### config.mk
export PLATFORM = sky130hd
export DESIGN_NAME = regfile_write_scheduler
export DESIGN_NICKNAME = d
export VERILOG_FILES = /design/src/rtl/regfile_write_scheduler.sv
export SDC_FILE = /design/constraint.sdc
export NUM_CORES = 1
export LEC_CHECK = 0
export CORE_ASPECT_RATIO = 1.4
export CORE_UTILIZATION = 38
export CTS_CLUSTER_SIZE = 24
export DETAILED_ROUTE_END_ITERATION = 8
export GPL_ROUTABILITY_DRIVEN = 0
export MAX_ROUTING_LAYER = met4
export PLACE_DENSITY = 0.79
export SLEW_MARGIN = 0
export SYNTH_ARGS = -nofsm -noshare
export SYNTH_HDL_FRONTEND = slang
export SYNTH_SLANG_ARGS = --single-unit
### constraint.sdc
create_clock -name clk -period 2.6 [get_ports clk]
set_clock_uncertainty 0.15 [all_clocks]
set_input_delay 0.52 -clock clk [delete_from_list [all_inputs] [get_ports clk]]
set_output_delay 0.52 -clock clk [all_outputs]
set_load 0.03 [all_outputs]
### src/rtl/regfile_write_scheduler.sv
// Write-port scheduler for the 8-entry register file: round-robin sharing of the
// single write port among NREQ requesters, plus a hardware clear of all registers.
module regfile_write_scheduler #(
    parameter int DATA_W = 8,
    parameter int NREQ   = 4
) (
    input  logic                   clk,
    input  logic                   rst_n,
    input  logic [NREQ-1:0]        req,
    input  logic [3*NREQ-1:0]      req_addr,
    input  logic [DATA_W*NREQ-1:0] req_data,
    output logic [NREQ-1:0]        ack,
    input  logic                   clr_start,
    output logic                   clr_busy,
    output logic [2:0]             dec_sel,
    output logic                   dec_en,
    output logic [DATA_W-1:0]      wr_data
);

    localparam int IDX_W = $clog2(NREQ);
    localparam logic [IDX_W-1:0] PTR_RST = IDX_W'(NREQ - 1);

    typedef enum logic [1:0] {
        IDLE  = 2'd0,
        WRITE = 2'd1,
        CLEAR = 2'd2
    } state_t;

    state_t              state_r, state_s;
    logic [2:0]          cnt_r, cnt_s;
    logic [IDX_W-1:0]    ptr_r, ptr_s;
    logic [NREQ-1:0]     ack_r, ack_s;
    logic                busy_r, busy_s;
    logic [2:0]          sel_r, sel_s;
    logic                en_r, en_s;
    logic [DATA_W-1:0]   data_r, data_s;

    logic [NREQ-1:0]     elig_s;
    logic [IDX_W-1:0]    win_s;
    logic                found_s;
    logic                clr_run_s;
    logic                clr_ok_s;

    // Round-robin search from ptr+1; the requester acked this cycle sits out.
    always_comb begin
        elig_s  = req & ~ack_r;
        found_s = 1'b0;
        win_s   = {IDX_W{1'b0}};
        for (int k = 1; k <= NREQ; k++) begin
            if (!found_s && elig_s[(int'(ptr_r) + k) % NREQ]) begin
                found_s = 1'b1;
                win_s   = IDX_W'((int'(ptr_r) + k) % NREQ);
            end else begin
                found_s = found_s;
            end
        end
    end

    // Next-state and next-output logic; outputs are computed one cycle ahead and registered.
    always_comb begin
        state_s = IDLE;
        cnt_s   = 3'd0;
        ptr_s   = ptr_r;
        ack_s   = {NREQ{1'b0}};
        busy_s  = 1'b0;
        sel_s   = 3'd0;
        en_s    = 1'b0;
        data_s  = {DATA_W{1'b0}};

        // The last clear step doubles as an arbitration point, but a new clear cannot start there.
        case (state_r)
            IDLE, WRITE: begin
                clr_run_s = 1'b0;
                clr_ok_s  = 1'b1;
            end
            CLEAR: begin
                clr_run_s = (cnt_r != 3'd7);
                clr_ok_s  = 1'b0;
            end
            default: begin
                clr_run_s = 1'b0;
                clr_ok_s  = 1'b1;
            end
        endcase

        if (clr_run_s) begin
            state_s = CLEAR;
            cnt_s   = cnt_r + 3'd1;
            busy_s  = 1'b1;
            en_s    = 1'b1;
            sel_s   = cnt_r + 3'd1;
        end else if (clr_ok_s && clr_start) begin
            state_s = CLEAR;
            cnt_s   = 3'd0;
            busy_s  = 1'b1;
            en_s    = 1'b1;
            sel_s   = 3'd0;
        end else if (found_s) begin
            state_s = WRITE;
            en_s    = 1'b1;
            sel_s   = req_addr[int'(win_s)*3 +: 3];
            data_s  = req_data[int'(win_s)*DATA_W +: DATA_W];
            ack_s   = {{(NREQ-1){1'b0}}, 1'b1} << win_s;
            ptr_s   = win_s;
        end else begin
            state_s = IDLE;
        end
    end

    // State and registered-output update.
    always_ff @(posedge clk or negedge rst_n) begin
        if (!rst_n) begin
            state_r <= IDLE;
            cnt_r   <= 3'd0;
            ptr_r   <= PTR_RST;
            ack_r   <= {NREQ{1'b0}};
            busy_r  <= 1'b0;
            sel_r   <= 3'd0;
            en_r    <= 1'b0;
            data_r  <= {DATA_W{1'b0}};
        end else begin
            state_r <= state_s;
            cnt_r   <= cnt_s;
            ptr_r   <= ptr_s;
            ack_r   <= ack_s;
            busy_r  <= busy_s;
            sel_r   <= sel_s;
            en_r    <= en_s;
            data_r  <= data_s;
        end
    end

    assign ack      = ack_r;
    assign clr_busy = busy_r;
    assign dec_sel  = sel_r;
    assign dec_en   = en_r;
    assign wr_data  = data_r;

endmodule

==> run_results.csv <==
group,metric,value,unit
detailed_routing,ant_nets,0,
critical_path,start_kind,"input pin",
sta,slew_headroom,59.3,%
clock_tree,cts_max_level,1,
yosys,yosys.area.top_type_share,43.2,%
critical_path,slowest_stage,"clkdlybuf4s50_1",
yosys,synthTopCellsByArea,"dfrtp_1 (43%), mux2i_1 (16%), dfstp_2 (4.3%)",
power,power_density,1050,nW/um^2
die,die_w,49.8,microns
yosys,yosys.area.top_type,"dfrtp_1",
run_status,status,"finished, final reports clean",
clock_tree,numCtsBuffers,3,
detailed_routing,dr.first_iter.drc_count,17,
power,seq_power_share,27.6,%
clock_tree,post-cts-setup-buffers,0,
die,fp.dieArea,3430,sq um
final_layout,nFillCells,236,
yosys,ys.warnings.count,0,
yosys,async_reset_ff_share,100,%
power,p_int,1.22,mW
final_layout,area_growth,64.0,%
yosys,ys_types,31,
detailed_routing,avgRoutedWirePerCell,14.2,microns
sta,post-route-period-util,94.4,%
die,core_area,2960,sq um
detailed_routing,vias,1089,
critical_path,critPathArrivalTime,2.44,ns
yosys,synth-edff-count,0,
yosys,syn_inst,103,
placed_design,placed_area,1950,sq um
power,p_sw,0.866,mW
yosys,synthAdderAreaFrac,2.06,%
power,swShare,41.4,%
sta,rsz0062_at_grt,"false",
global_routing,grt_util_all_layers,19.2,%
placed_design,dp_hpwl,2510,microns
power,ir_drop,0.552,mV
clock_tree,clk_pin_slew,0.08,ns
sta,worst_slack,0.146,ns
yosys,ys_ff_latch,23,
final_layout,drive_above_1_share,12.4,%
sta,hold_violations,0,
yosys,synth_top_family_by_area,"multiplexers",
clock_tree,holdBufCountCts,0,
sta,clock.fmax,408,MHz
placed_design,dp_slack,-0.123,ns
clock_tree,cts_root_buf,"clkbuf_8",
yosys,synthMuxAreaShare,19.3,%
clock_tree,cts_tree,"yes",
yosys,synth-compound-area-share,13.0,%
detailed_routing,drc,0,
critical_path,worstPathRequired,2.59,ns
global_routing,overflow,0,
critical_path,worstSetupEndpointType,"flop",
run,cap_violations,0,
die,start_util,41.0,%
die,io-pin-count,68,
yosys,syn_area_per_cell,11.8,sq um
die,die_h,68.9,microns
placed_design,portBuffers,67,
sta,drv_slew,0,
critical_path,path_class,"input pin to flop",
clock_tree,cts.sinks,23,
global_routing,grt_max_degree,24,
sta,min_period,2.45,ns
clock_tree,clock_latency,0.27,ns
power,power.total,2.09,mW
yosys,ys_seq_area_share,47.5,%
yosys,synthXorXnorAreaFrac,0,%
hold_path,hold_class,"flop to flop",
power,p_leak,0.915,nW
yosys,synthFlopType,"dfrtp_1",
critical_path,critPathMaxFanout,11,
global_routing,grt_pass1_wl,4640,microns
yosys,synth-simple-area-share,14.7,%
sta,worst_pin_slew,0.610,ns
detailed_routing,first_pass_iters,4,
final_layout,antennaDiodeCount,0,
global_routing,antenna_found_initial,0,
final_layout,finish.instance_area,1990,sq um
critical_path,worstPathCellList,"clkdlybuf4s50_1, or2b_2, a22o_1, a221o_2, buf_4, mux2i_1, o22ai_1",
sta,finalSetupViolCount,0,
power,clkPwrFrac,10.5,%
detailed_routing,viasPerCell,5.09,
die,rows,23,
yosys,syn_nets,156,
detailed_routing,routed_wl,3040,microns
yosys,syn_area,1220,sq um
global_routing,first_global_vias,1041,
final_layout,nets,231,
clock_tree,clockBufferDepth,2,
power,p_comb_share,61.9,%
critical_path,critPathMaxStageDelay,0.47,ns
clock_tree,ctsResizeCount,0,
[placed cells by master, fill, tap and decap left out, types with 2 or more instances in the layout]
master,n
nand3_1,3
dfrtp_1,21
clkbuf_8,3
inv_1,5
dfstp_2,2
ha_1,2
mux2i_1,19
nand2b_1,6
clkdlybuf4s50_1,67
mux2_4,3
o211ai_1,2
nor2_1,8
o22ai_1,8
nand2_1,4
buf_4,5
[final cells by class]
class	instances	area (sq um)	share of cell area, %
clock buffers	3	41.3	2.07
well taps	37	46.3	2.32
multi-input cells	73	597	29.9
flip-flops and latches	23	578	29.0
inverters	5	18.8	0.941
clock inverters	1	5.00	0.251
repair buffers	72	708	35.5
[cell usage after synthesis, types with 2 or more instances]
cell,n
mux2i_1,19
ha_1,2
nand2b_1,6
o211ai_1,2
buf_6,2
nand2_1,4
dfstp_2,2
inv_1,5
nand3_1,3
mux2_4,3
o22ai_1,8
nor2_1,8
dfrtp_1,21
[layer usage]
metal	global-route usage [%]	share of wire (%)
met5	-	0
met4	8.57	1.8
met3	3.29	5.2
met2	36.7	57
met1	19.2	36
[power by group through the flow]
stage | logic [mW] | clock network (mW) | registers [mW]
3_3_place_gp | 1.27 | 0 | 0.580
5_1_grt | 1.38 | 0.249 | 0.594
2_1_floorplan | 0.696 | 0 | 0.769
3_5_place_dp | 1.30 | 0 | 0.585
4_1_cts | 1.30 | 0.225 | 0.578
6_report | 1.29 | 0.219 | 0.577
[cell families after synthesis]
group / Yosys count
AOI/OAI and AO/OA: 19
adders and majority gates: 2
buffers and inverters: 7
DFF: 23
muxes: 22
and+or+nand+nor: 30
[state kept, by name, indices dropped and copies added (netlist names)]
signal	cells
dec_en	1
clr_busy	1
state_r	1
cnt_r	3
wr_data	8
ack	4
ptr_r	2
dec_sel	3
[worst max-delay path, delay by kind of cell]
| family | cells | cell delay (ns) |
|---|---|---|
| simple gates | 1 | 0.32 |
| buf+inv | 2 | 0.68 |
| compound gates | 3 | 0.75 |
| mux | 1 | 0.18 |
[through the flow]
stage	TNS [ns]	utilization [%]	hold WS, ns	cells
floorplan	0	-	0.0744	103
detailed placement	-0.949	65.7	0.300	210
CTS	0	67.3	0.317	214
global placement	-0.701	65.7	0.299	210
global route	0	67.3	0.353	214
finish	0	67.3	0.318	214
[path summary, 6_finish.rpt]
kind                       slack, ns     start    endpoint  cells after the start
setup / recovery                0.15    req[3]  wr_data[5]                      7
hold / removal                  0.32  cnt_r[0]    cnt_r[0]                      1
setup reg to reg                0.34  ptr_r[1]  wr_data[7]                      6
hold reg to reg                 0.32  cnt_r[0]    cnt_r[0]                      1
max in group asynchronous       1.57     rst_n    ptr_r[1]                      2
min in group asynchronous       0.45     rst_n  dec_sel[2]                      2
Power figures use the tool's default switching activity.
